[src/rtl/sa_wst_ctrl.sv]
// Job sequencer for a weight-stationary systolic array: load weights, latch, then stream skewed fmap vectors.
// Latency: o_busy/o_w_req assert the cycle after i_start; ROWS+1+(N+ROWS+COLS-1)+1 busy cycles (ROWS+2 when N=0).
// Backpressure: none; i_start is ignored while busy (no queuing), i_abort returns to IDLE from any state.
module sa_wst_ctrl #(
   parameter int ROWS = 4,
   parameter int COLS = 4,
   parameter int K_BW = 8
) (
   input  logic            clk,
   input  logic            rst_n,
   input  logic            i_start,
   input  logic [K_BW-1:0] i_num_vec,
   input  logic            i_abort,
   output logic            o_busy,
   output logic            o_done,
   output logic            o_w_req,
   output logic            o_str_en,
   output logic            o_mul_en,
   output logic [ROWS-1:0] o_f_req,
   output logic [COLS-1:0] o_pe_en,
   output logic [COLS-1:0] o_col_valid
);

   // k is one bit wider than N so the longest compute phase never wraps
   localparam int KW = K_BW + 1;

   typedef enum logic [2:0] {
      S_IDLE    = 3'd0,
      S_LOAD_W  = 3'd1,
      S_LATCH   = 3'd2,
      S_COMPUTE = 3'd3,
      S_DONE    = 3'd4
   } state_t;

   state_t          state_q, state_d;
   logic [KW-1:0]   k_q, k_d;
   logic [K_BW-1:0] n_q, n_d;

   logic [KW-1:0]   n_ext;
   logic [KW-1:0]   comp_last;

   assign n_ext     = {1'b0, n_q};
   // Last compute cycle index: L-1 = N+ROWS+COLS-2
   assign comp_last = n_ext + KW'(ROWS + COLS - 2);

   // State, counter and latched vector count registers
   always_ff @(posedge clk or negedge rst_n) begin
      if (!rst_n) begin
         state_q <= S_IDLE;
         k_q     <= '0;
         n_q     <= '0;
      end else begin
         state_q <= state_d;
         k_q     <= k_d;
         n_q     <= n_d;
      end
   end

   // Next-state logic plus output decode; outputs depend only on the flops
   always_comb begin
      state_d     = state_q;
      k_d         = k_q + KW'(1);
      n_d         = n_q;
      o_busy      = 1'b0;
      o_done      = 1'b0;
      o_w_req     = 1'b0;
      o_str_en    = 1'b0;
      o_mul_en    = 1'b0;
      o_f_req     = '0;
      o_pe_en     = '0;
      o_col_valid = '0;

      case (state_q)
         S_IDLE: begin
            k_d = '0;
            if (i_start) begin
               n_d     = i_num_vec;
               state_d = S_LOAD_W;
            end
         end
         S_LOAD_W: begin
            o_busy  = 1'b1;
            o_w_req = 1'b1;
            o_pe_en = '1;
            if (k_q == KW'(ROWS - 1)) begin
               state_d = S_LATCH;
               k_d     = '0;
            end
         end
         S_LATCH: begin
            o_busy   = 1'b1;
            o_str_en = 1'b1;
            o_pe_en  = '1;
            k_d      = '0;
            // A zero-length job only loads weights
            state_d  = (n_q != '0) ? S_COMPUTE : S_DONE;
         end
         S_COMPUTE: begin
            o_busy   = 1'b1;
            o_mul_en = 1'b1;
            // Row r injects its N vectors skewed by r cycles
            for (int r = 0; r < ROWS; r++) begin
               o_f_req[r] = (k_q >= KW'(r)) && (k_q < KW'(r) + n_ext);
            end
            // Column c results emerge after ROWS+c cycles; the column is
            // clock-gated once its last result has left
            for (int c = 0; c < COLS; c++) begin
               o_col_valid[c] = (k_q >= KW'(c + ROWS)) && (k_q < KW'(c + ROWS) + n_ext);
               o_pe_en[c]     = (k_q < KW'(c + ROWS) + n_ext);
            end
            if (k_q == comp_last) begin
               state_d = S_DONE;
               k_d     = '0;
            end
         end
         S_DONE: begin
            o_busy  = 1'b1;
            o_done  = 1'b1;
            state_d = S_IDLE;
            k_d     = '0;
         end
         default: begin
            state_d = S_IDLE;
            k_d     = '0;
         end
      endcase

      // Abort overrides every transition and drops the pending job
      if (i_abort) begin
         state_d = S_IDLE;
         k_d     = '0;
         n_d     = '0;
      end
   end

endmodule

[config.mk]
export PLATFORM = sky130hd
export DESIGN_NAME = sa_wst_ctrl
export DESIGN_NICKNAME = d
export VERILOG_FILES = /design/src/rtl/sa_wst_ctrl.sv
export SDC_FILE = /design/constraint.sdc
export NUM_CORES = 1
export LEC_CHECK = 0
export BUFFER_PORTS_ARGS = -buffer_cell sky130_fd_sc_hd__buf_4
export CAP_MARGIN = 20
export CORE_AREA = 2 2 82 84
export CTS_CLUSTER_DIAMETER = 80
export DETAILED_ROUTE_END_ITERATION = 10
export DIE_AREA = 0 0 84 86
export MAX_ROUTING_LAYER = met4
export PLACE_DENSITY_LB_ADDON = 0.25
export RECOVER_POWER = 25
export SYNTH_ARGS = -nofsm -noshare
export SYNTH_HDL_FRONTEND = slang
export SYNTH_SLANG_ARGS = --single-unit
[constraint.sdc]
create_clock -name clk -period 9.15 [get_ports clk]
set_input_delay 1.3725 -clock clk [delete_from_list [all_inputs] [get_ports clk]]
set_output_delay 1.3725 -clock clk [all_outputs]
set_load 0.1 [all_outputs]
# Word-level counts from Yosys, hierarchy flattened
# Cells that the tools add are included.
# op_classes
muxes	21
addsub	8
reduce_logical	16
n_lt_le_gt_ge	16
n_eq_ne	9
# op_table
op	n
9-bit < comparator	7
3-bit by 8-bit adder with 9-bit output, first input constant	4
9-bit by 3-bit greater-or-equal comparator with 1-bit output, second input constant	4
9-bit two-way mux	3
8-bit two-way mux	3
2-bit by 8-bit adder with 9-bit output, first input constant	2
9-bit by 1-bit greater-or-equal comparator with 1-bit output, second input constant	2
9-bit by 2-bit greater-or-equal comparator with 1-bit output, second input constant	2
9-bit one-hot mux with 2 select lines	1
3-bit two-way mux	5
3-bit one-hot mux with 4 select lines	1
1-bit by 8-bit adder with 9-bit output, first input constant	1
9-bit by 1-bit adder with 9-bit output, second input constant	1
9-bit by 2-bit equality test with 1-bit output, second input constant	1
9-bit equality test	1
9-bit by 8-bit < comparator with 1-bit output	1
3-bit inequality test, second input constant	3
1-bit logical AND	8
4-bit two-way mux	2
4-bit one-hot mux with 2 select lines	1
8-bit nonzero test	1
3-bit by 2-bit equality test with 1-bit output, second input constant	2
1-bit two-way mux	5
2-bit nonzero test	2
other kinds (7)	7
# word_totals
inputBits	12
register_bits	20
word_cells	73
output_inout_bits	17

# Longest topological paths before layout
# Gate-level depths: netlist (run 1).
# depth
ltp_word	5
ltp_mapped	11

# Worst setup path after synthesis (run 1)
# OpenSTA, ideal clock, no wires.
# synth_timing
path_kind	reg2out
from	register n_q[2]
to	output port o_pe_en[3]
t_required_ps	7777
arrival_ps	4477
path_slack_ps	3301
path_stages_with_launch	12
path_buffers	1
cell_sequence	dfrtp_1 clkbuf_1 inv_1 ha_1 a21boi_0 nor2_1 xnor2_1 ha_1 a211o_1 a211oi_1 a21oi_1 o21ai_0
# synth_via
elab_chain_cells	3
# synth_rtl
element	line	rtl
start: declaration	37	logic [K_BW-1:0] n_q, n_d;
start signal: assignment	55	n_q <= n_d;
3-bit by 8-bit adder with 9-bit output	109	o_pe_en[c] = (k_q < KW'(c + ROWS) + n_ext);
9-bit < comparator	109	
4-bit one-hot mux with 2 select lines	73	case (state_q)
end: declaration	20	output logic [COLS-1:0] o_pe_en,
# Every way passes these cells.

# Worst setup path after layout (run 1)
# layout_timing
from	register n_q[4]
to	output port o_col_valid[2]
# layout_via
elab_chain_cells	4
# layout_rtl
element	line	rtl
3-bit by 8-bit adder with 9-bit output	108	o_col_valid[c] = (k_q >= KW'(c + ROWS)) && (k_q < KW'(c + ROWS) + n_ext);
9-bit < comparator	108	
1-bit logical AND	108	
4-bit two-way mux	73	
end: declaration	21	output logic [COLS-1:0] o_col_valid
# Every way passes these cells.

==> summary.txt, run 1 <==
Synthesis
  • Simple-gate share of the synthesized area: 19.3%
  • Dominant synthesized flop cell: dfrtp_1
  • Cell area after synthesis: roughly 3200 um2
  • FFs w/ async S/R, synth: 100%
  • Syn avg cell area: 8.27 um2
  • Post-synthesis adder-cell area fraction: 30.0%
  • EDFF count, synth: 0
  • Post-synth cell types: 52
  • Mux contribution to synthesized area: less than 1%
  • Synth Instances: 383
  • Post-synthesis sequential area ratio: approximately 16%
  • Synth Area in XOR/XNOR: 12.4%
  • Syn nets: around 470
  • Main combinational cell family by area after synthesis: adder cells
  • Synth warnings: 0
  • Number of synthesized register bits: 20
  • Compound-Gate Fraction of Synth Area: 17.9%

Pwr
  • Leakage: 1.58 nW
  • Pwr/cell area: approximately 90 nW/um2
  • Peak supply drop: ~0.11 mV

Worst hold path
  • Worst min path class: reg -> reg
  • WHS Path Cells: 1

Detailed routing
  • Drt wl/cell: between 15 and 20 um
  • DRT iter0 DRCs: 240
  • Antenna violation net count after detailed routing: 0
  • Initial DRT Pass Iterations: 4
  • Total Wirelength: 8810 um
  • Via count: 2898
  • Vias per inst: approximately 6
  • DRC: 0

Cells and area
  • Commonest non-fill, non-tap cells in the layout: ha_1 (76), nor2_1 (40), xnor2_1 (39)
  • Fraction of layout cells with a size suffix above 1: 8.73%
  • Antenna fix cells: 0
  • Area Overhead vs Synth: 10.1%
  • Final #Nets: a little under 500
  • Final instance area: approximately 3500 um2
  • Most common cell after layout, fill and taps aside: ha_1

Clock tree
  • Worst-path clk slew: 80 ps
  • Htree depth: 1
  • Clock net sink count: 20
  • Clock buffer depth: 2
  • Hold_buf cts: 0
  • CTS tree: done
  • Clock Tree Root: clkbuf_8
  • PostCTS Resize Cnt: 0
  • CTS buffer count: 3
  • Post-CTS setup buffer count: 0
  • Worst-Skew Late Latency: 270 ps

Global routing
  • Tot GR Track Use: 25.7%
  • Vias in the first global route: approximately 2800
  • First-pass GRT wire length: between 10000 and 15000 um
  • Total gr overflow: 0
  • Initial antenna violation count: 0
  • Largest net degree at the start of global routing: 21

Floorplanning
  • Die W: 84 um
  • Chip Height: 86 um
  • Die area: between 7000 and 8000 um2
  • Initial Util: a little over 50%
  • Core area: 6280 um2
  • I/O Pins: 29
  • Site Rows: 29

Setup path
  • RR Endpoint: state_q[0]
  • CP Capture Point: o_col_valid[2]
  • Crit path DAT: 3700 ps
  • Reg2Reg Launch Point: n_q[4]
  • Reg-to-reg slack, setup: 5700 ps
  • Reg2reg path depth: 8
  • Critical Path RT: slightly below 8000 ps
  • CP endpoint kind: output port
  • Worst Path Max Fanout: 14
  • CP Launch Point: n_q[4]
  • Worst Path Class, Setup: reg -> out
  • CP Launch Type: flop

STA
  • Endpoints failing setup: 0
  • Final Hold Viols: 0
  • Max Slew Vio Count: 0
  • Period Utilization, post-route: 55.5%
  • Min Tclk post-route: 5080 ps
  • Achievable frequency: 0.197 GHz
  • Worst slew pin tran: 1130 ps
  • Fin Setup TNS: 0 ps
  • Skew final: 8.32 ps
  • RSZ-0062 raised after global routing: no
  • Slew margin rel.: between 20% and 30%

Placement
  • GPL Wtd Cong: between 0.9 and 1
  • Buffers on Ports: 28
  • Area after DPL: 3420 um2
  • Hpwl dp: 6560 um

Job
  • Max-capacitance violation count: 0

Status
  • Status: finished clean
[cells by family after synthesis]
family,after synthesis
AO/OA/AOI/OAI,82
XOR/XNOR,45
multiplexers,1
buffers and inverters,35
flip-flops,20
adder cells (fa/ha/maj),76
AND/OR/NAND/NOR,124
[critical path, cell delays in order, from the launching register on]
cell and delay [ps]:
dfrtp_1 690, clkinv_1 400, nor4_2 790, nand2b_1 150
ha_1 320, and4_1 200, a211oi_1 240, o221ai_1 200
nor2_1 140, buf_4 300
[cell type report]
cell class,instances,area (um2)
flip-flops and latches,20,500
inverters,21,78.8
multi-input cells,328,2530
repair buffers,28,206
well taps,77,96.3
clock inverters,1,30.0
fillers,593,2790
clock buffers,3,41.3
[metrics by stage]
stage	util, %	setup slack (ps)	power (mW)	hold slack (ps)	cells
floorplan	-	3300	0.192	510	383
global placement	54.5	4620	0.221	596	474
detailed placement	54.5	4450	0.224	608	474
CTS	55.6	4150	0.314	621	478
global route	55.6	3880	0.330	659	478
finish	55.6	4070	0.314	623	478
[power breakdown]
part / total [mW] / internal (mW) / leakage, nW / switching [mW]
Clock: 0.0914 / 0.0585 / 0.0357 / 0.0328
Sequential: 0.105 / 0.0915 / 0.274 / 0.0132
Combinational: 0.118 / 0.0431 / 1.27 / 0.0749
[per-layer routing]
layer	track usage [%]	wire, um	vias to the layer above
li1	-	-	1414
met1	34.6	4230	1394
met2	42.3	4030	72
met3	1.25	313	18
met4	7.62	233	0
met5	-	0	-
[state kept, by name (all words and copies together) (netlist names)]
name,count
state_q,3
n_q,8
k_q,9
[synthesized netlist by cell type (4+ instances only)]
| cell | n | area share [%] |
|---|---|---|
| nand2_1 | 30 | 3.6 |
| o21ai_0 | 6 | 0.95 |
| inv_1 | 18 | 2.1 |
| a211oi_1 | 9 | 2.1 |
| nor2_1 | 40 | 4.7 |
| dfrtp_1 | 20 | 16 |
| xnor2_1 | 39 | 11 |
| nand3_1 | 12 | 1.9 |
| clkbuf_1 | 10 | 1.2 |
| a21oi_1 | 25 | 3.9 |
| o21a_1 | 8 | 1.9 |
| nor2b_1 | 6 | 1.2 |
| and2_1 | 4 | 0.79 |
| xor2_1 | 6 | 1.7 |
| nand2b_1 | 4 | 0.79 |
| a211o_1 | 4 | 1.1 |
| nor3_1 | 4 | 0.63 |
| o221ai_1 | 4 | 1.1 |
| a21o_1 | 7 | 1.7 |
| ha_1 | 76 | 30 |
| nand4_1 | 8 | 1.6 |
[how the worst min path moves through the flow]
stage | startpoint | to | slack [ps]
global placement | k_q[0] | k_q[0] | 600
detailed placement | k_q[0] | k_q[0] | 610
finish | k_q[0] | k_q[0] | 620
CTS | k_q[0] | k_q[0] | 620
global route | k_q[0] | k_q[0] | 660
floorplan | k_q[0] | k_q[0] | 510
Note: power is estimated with default switching activity, not from simulation.
==> inputs of run 2 (changes only) <==
- clock period: 9.15 -> 5.2 ns (I/O delays scaled with it)
==> run 2 against run 1 <==
  * Combinational power up 79%
  * Non-clock buffer count up 1
  * Largest cell class unchanged
  * Sequential cell count unchanged
  * Via count down 0.76%
  * Critical path depth unchanged
  * Clock skew down 6.0 ps
  * Worst setup slack worse by 3300 ps
==> summary.txt, run 2 (synthesis results as in run 1) <==
Setup path
  • Critical Path RT: 4420 ps (was 7780 ps)
  • Crit path DAT: 3610 ps (was 3700 ps)
  • Worst Path Max Fanout: 14 (unchanged)
  • Worst Path Class, Setup: reg -> out (unchanged)
  • CP Launch Type: flop (unchanged)
  • CP endpoint kind: output port (unchanged)

Status
  • Status: finished clean (unchanged)

Clock tree
  • CTS tree: done (unchanged)
  • Hold_buf cts: 0 (unchanged)
  • CTS buffer count: 3 (unchanged)
  • PostCTS Resize Cnt: 0 (unchanged)
  • Worst-Skew Late Latency: 270 ps (about the same)
  • Htree depth: 1 (unchanged)
  • Worst-path clk slew: 70 ps (was 80 ps)
  • Clock Tree Root: clkbuf_8 (unchanged)
  • Post-CTS setup buffer count: 0 (unchanged)
  • Clock buffer depth: 2 (unchanged)
  • Clock net sink count: 20 (unchanged)

Detailed routing
  • Vias per inst: 6.00 (was 6.06)
  • Via count: 2876 (was 2898)
  • DRT iter0 DRCs: 194 (was 240)
  • Antenna violation net count after detailed routing: 0 (unchanged)
  • Total Wirelength: 8610 um (was 8810 um)
  • Initial DRT Pass Iterations: 4 (unchanged)
  • DRC: 0 (unchanged)
  • Drt wl/cell: 18.0 um (was 18.4 um)

Cells and area
  • Fraction of layout cells with a size suffix above 1: 9.20% (was 8.73%)
  • Commonest non-fill, non-tap cells in the layout: ha_1 (76), nor2_1 (40), xnor2_1 (39) (unchanged)
  • Max reg flops: 9 (unchanged)
  • Largest registers: k_q: 9 flops, n_q: 8 flops, state_q: 3 flops (unchanged)
  • Antenna fix cells: 0 (unchanged)
  • Area Overhead vs Synth: 9.95% (was 10.1%)
  • Final instance area: 3480 um2 (was 3490 um2)
  • Final #Nets: 491 (was 490)
  • Fin cells: 479 (was 478)
  • Most common cell after layout, fill and taps aside: ha_1 (unchanged)
  • Most flops, register: k_q (unchanged)

Global routing
  • First-pass GRT wire length: 14000 um (was 14400 um)
  • Largest net degree at the start of global routing: 21 (unchanged)
  • Total gr overflow: 0 (unchanged)
  • Tot GR Track Use: 24.9% (was 25.7%)
  • Initial antenna violation count: 0 (unchanged)
  • Vias in the first global route: 2779 (was 2775)

Job
  • Max-capacitance violation count: 0 (unchanged)

Floorplanning
  • Core area: 6280 um2 (unchanged)
  • Chip Height: 86 um (unchanged)
  • Site Rows: 29 (unchanged)
  • I/O Pins: 29 (unchanged)
  • Initial Util: 50.5% (unchanged)
  • Die area: 7220 um2 (unchanged)
  • Die W: 84 um (unchanged)

STA
  • Final Hold Viols: 0 (unchanged)
  • Period Utilization, post-route: 84.4%
  • Max Slew Vio Count: 0 (unchanged)
  • Min Tclk post-route: 4390 ps
  • Endpoints failing setup: 0 (unchanged)
  • Worst slew pin tran: 1080 ps (was 1130 ps)
  • Slew margin rel.: 27.8% (was 24.8%)
  • Min Hold Slack: 620 ps (was 623 ps)
  • RSZ-0062 raised after global routing: no (unchanged)
  • Fin Setup TNS: 0 ps (unchanged)
  • Achievable frequency: 0.228 GHz
  • Skew final: 2.33 ps (was 8.32 ps)

Placement
  • Buffers on Ports: 28 (unchanged)
  • GPL Wtd Cong: 0.953 (was 0.960)
  • Placed insts: 475 (was 474)
  • Hpwl dp: 6520 um (was 6560 um)
  • Area after DPL: 3430 um2 (was 3420 um2)

Worst hold path
  • Worst min path class: reg -> reg (unchanged)

Pwr
  • Leakage: 1.58 nW (about the same)
  • Pwr/cell area: 147 nW/um2 (was 90.1 nW/um2)
  • Peak supply drop: 0.164 mV (was 0.110 mV)
-- run 2: metrics by stage --
stage,power (mW),utilization (%),setup slack (ps)
2_1_floorplan,0.338,-,91.0
4_1_cts,0.516,55.6,844
3_5_place_dp,0.394,54.7,1140
5_1_grt,0.547,55.5,625
3_3_place_gp,0.390,54.7,1280
6_report,0.514,55.5,812
-- run 2: final cells by class --
class                   count  area (um2)
fillers                   606        2790
multi-input cells         328        2540
flip-flops and latches     20         500
repair buffers             29         214
well taps                  77        96.3
inverters                  21        78.8
clock buffers               4        55.1
-- run 2: layer usage --
layer / vias up / global-route usage, % / wire, um
met3: 22 / 1.73 / 388
li1: 1409 / - / -
met1: 1354 / 33.3 / 3950
met5: - / - / 0
met2: 91 / 39.7 / 3970
met4: 0 / 9.82 / 301
-- run 2: worst max-delay path, cell delays in order, from the launching register on --
cell	delay, ps
dfrtp_1	660
clkinv_1	400
nor4_2	730
nand2b_1	140
ha_1	310
and4_1	200
a211oi_1	250
o221ai_1	200
nor2_1	140
buf_4	300
-- run 2: report_power, final --
part	leakage [nW]	switching (mW)	total [mW]	internal, mW
Sequential	0.274	0.0200	0.181	0.161
Clock	0.0288	0.0537	0.121	0.0676
Combinational	1.28	0.135	0.211	0.0766
-- run 2: worst paths after layout --
check                      startpoint        endpoint  slack [ps]  cells past startpoint
min                            k_q[0]          k_q[0]         620                      1
max                            n_q[4]  o_col_valid[2]         810                      9
min in group asynchronous       rst_n          k_q[2]         690                      1
max in group asynchronous       rst_n          k_q[6]        3870                      1
max reg2reg                    n_q[4]      state_q[0]        1850                      8
min reg2reg                    k_q[0]          k_q[0]         620                      1
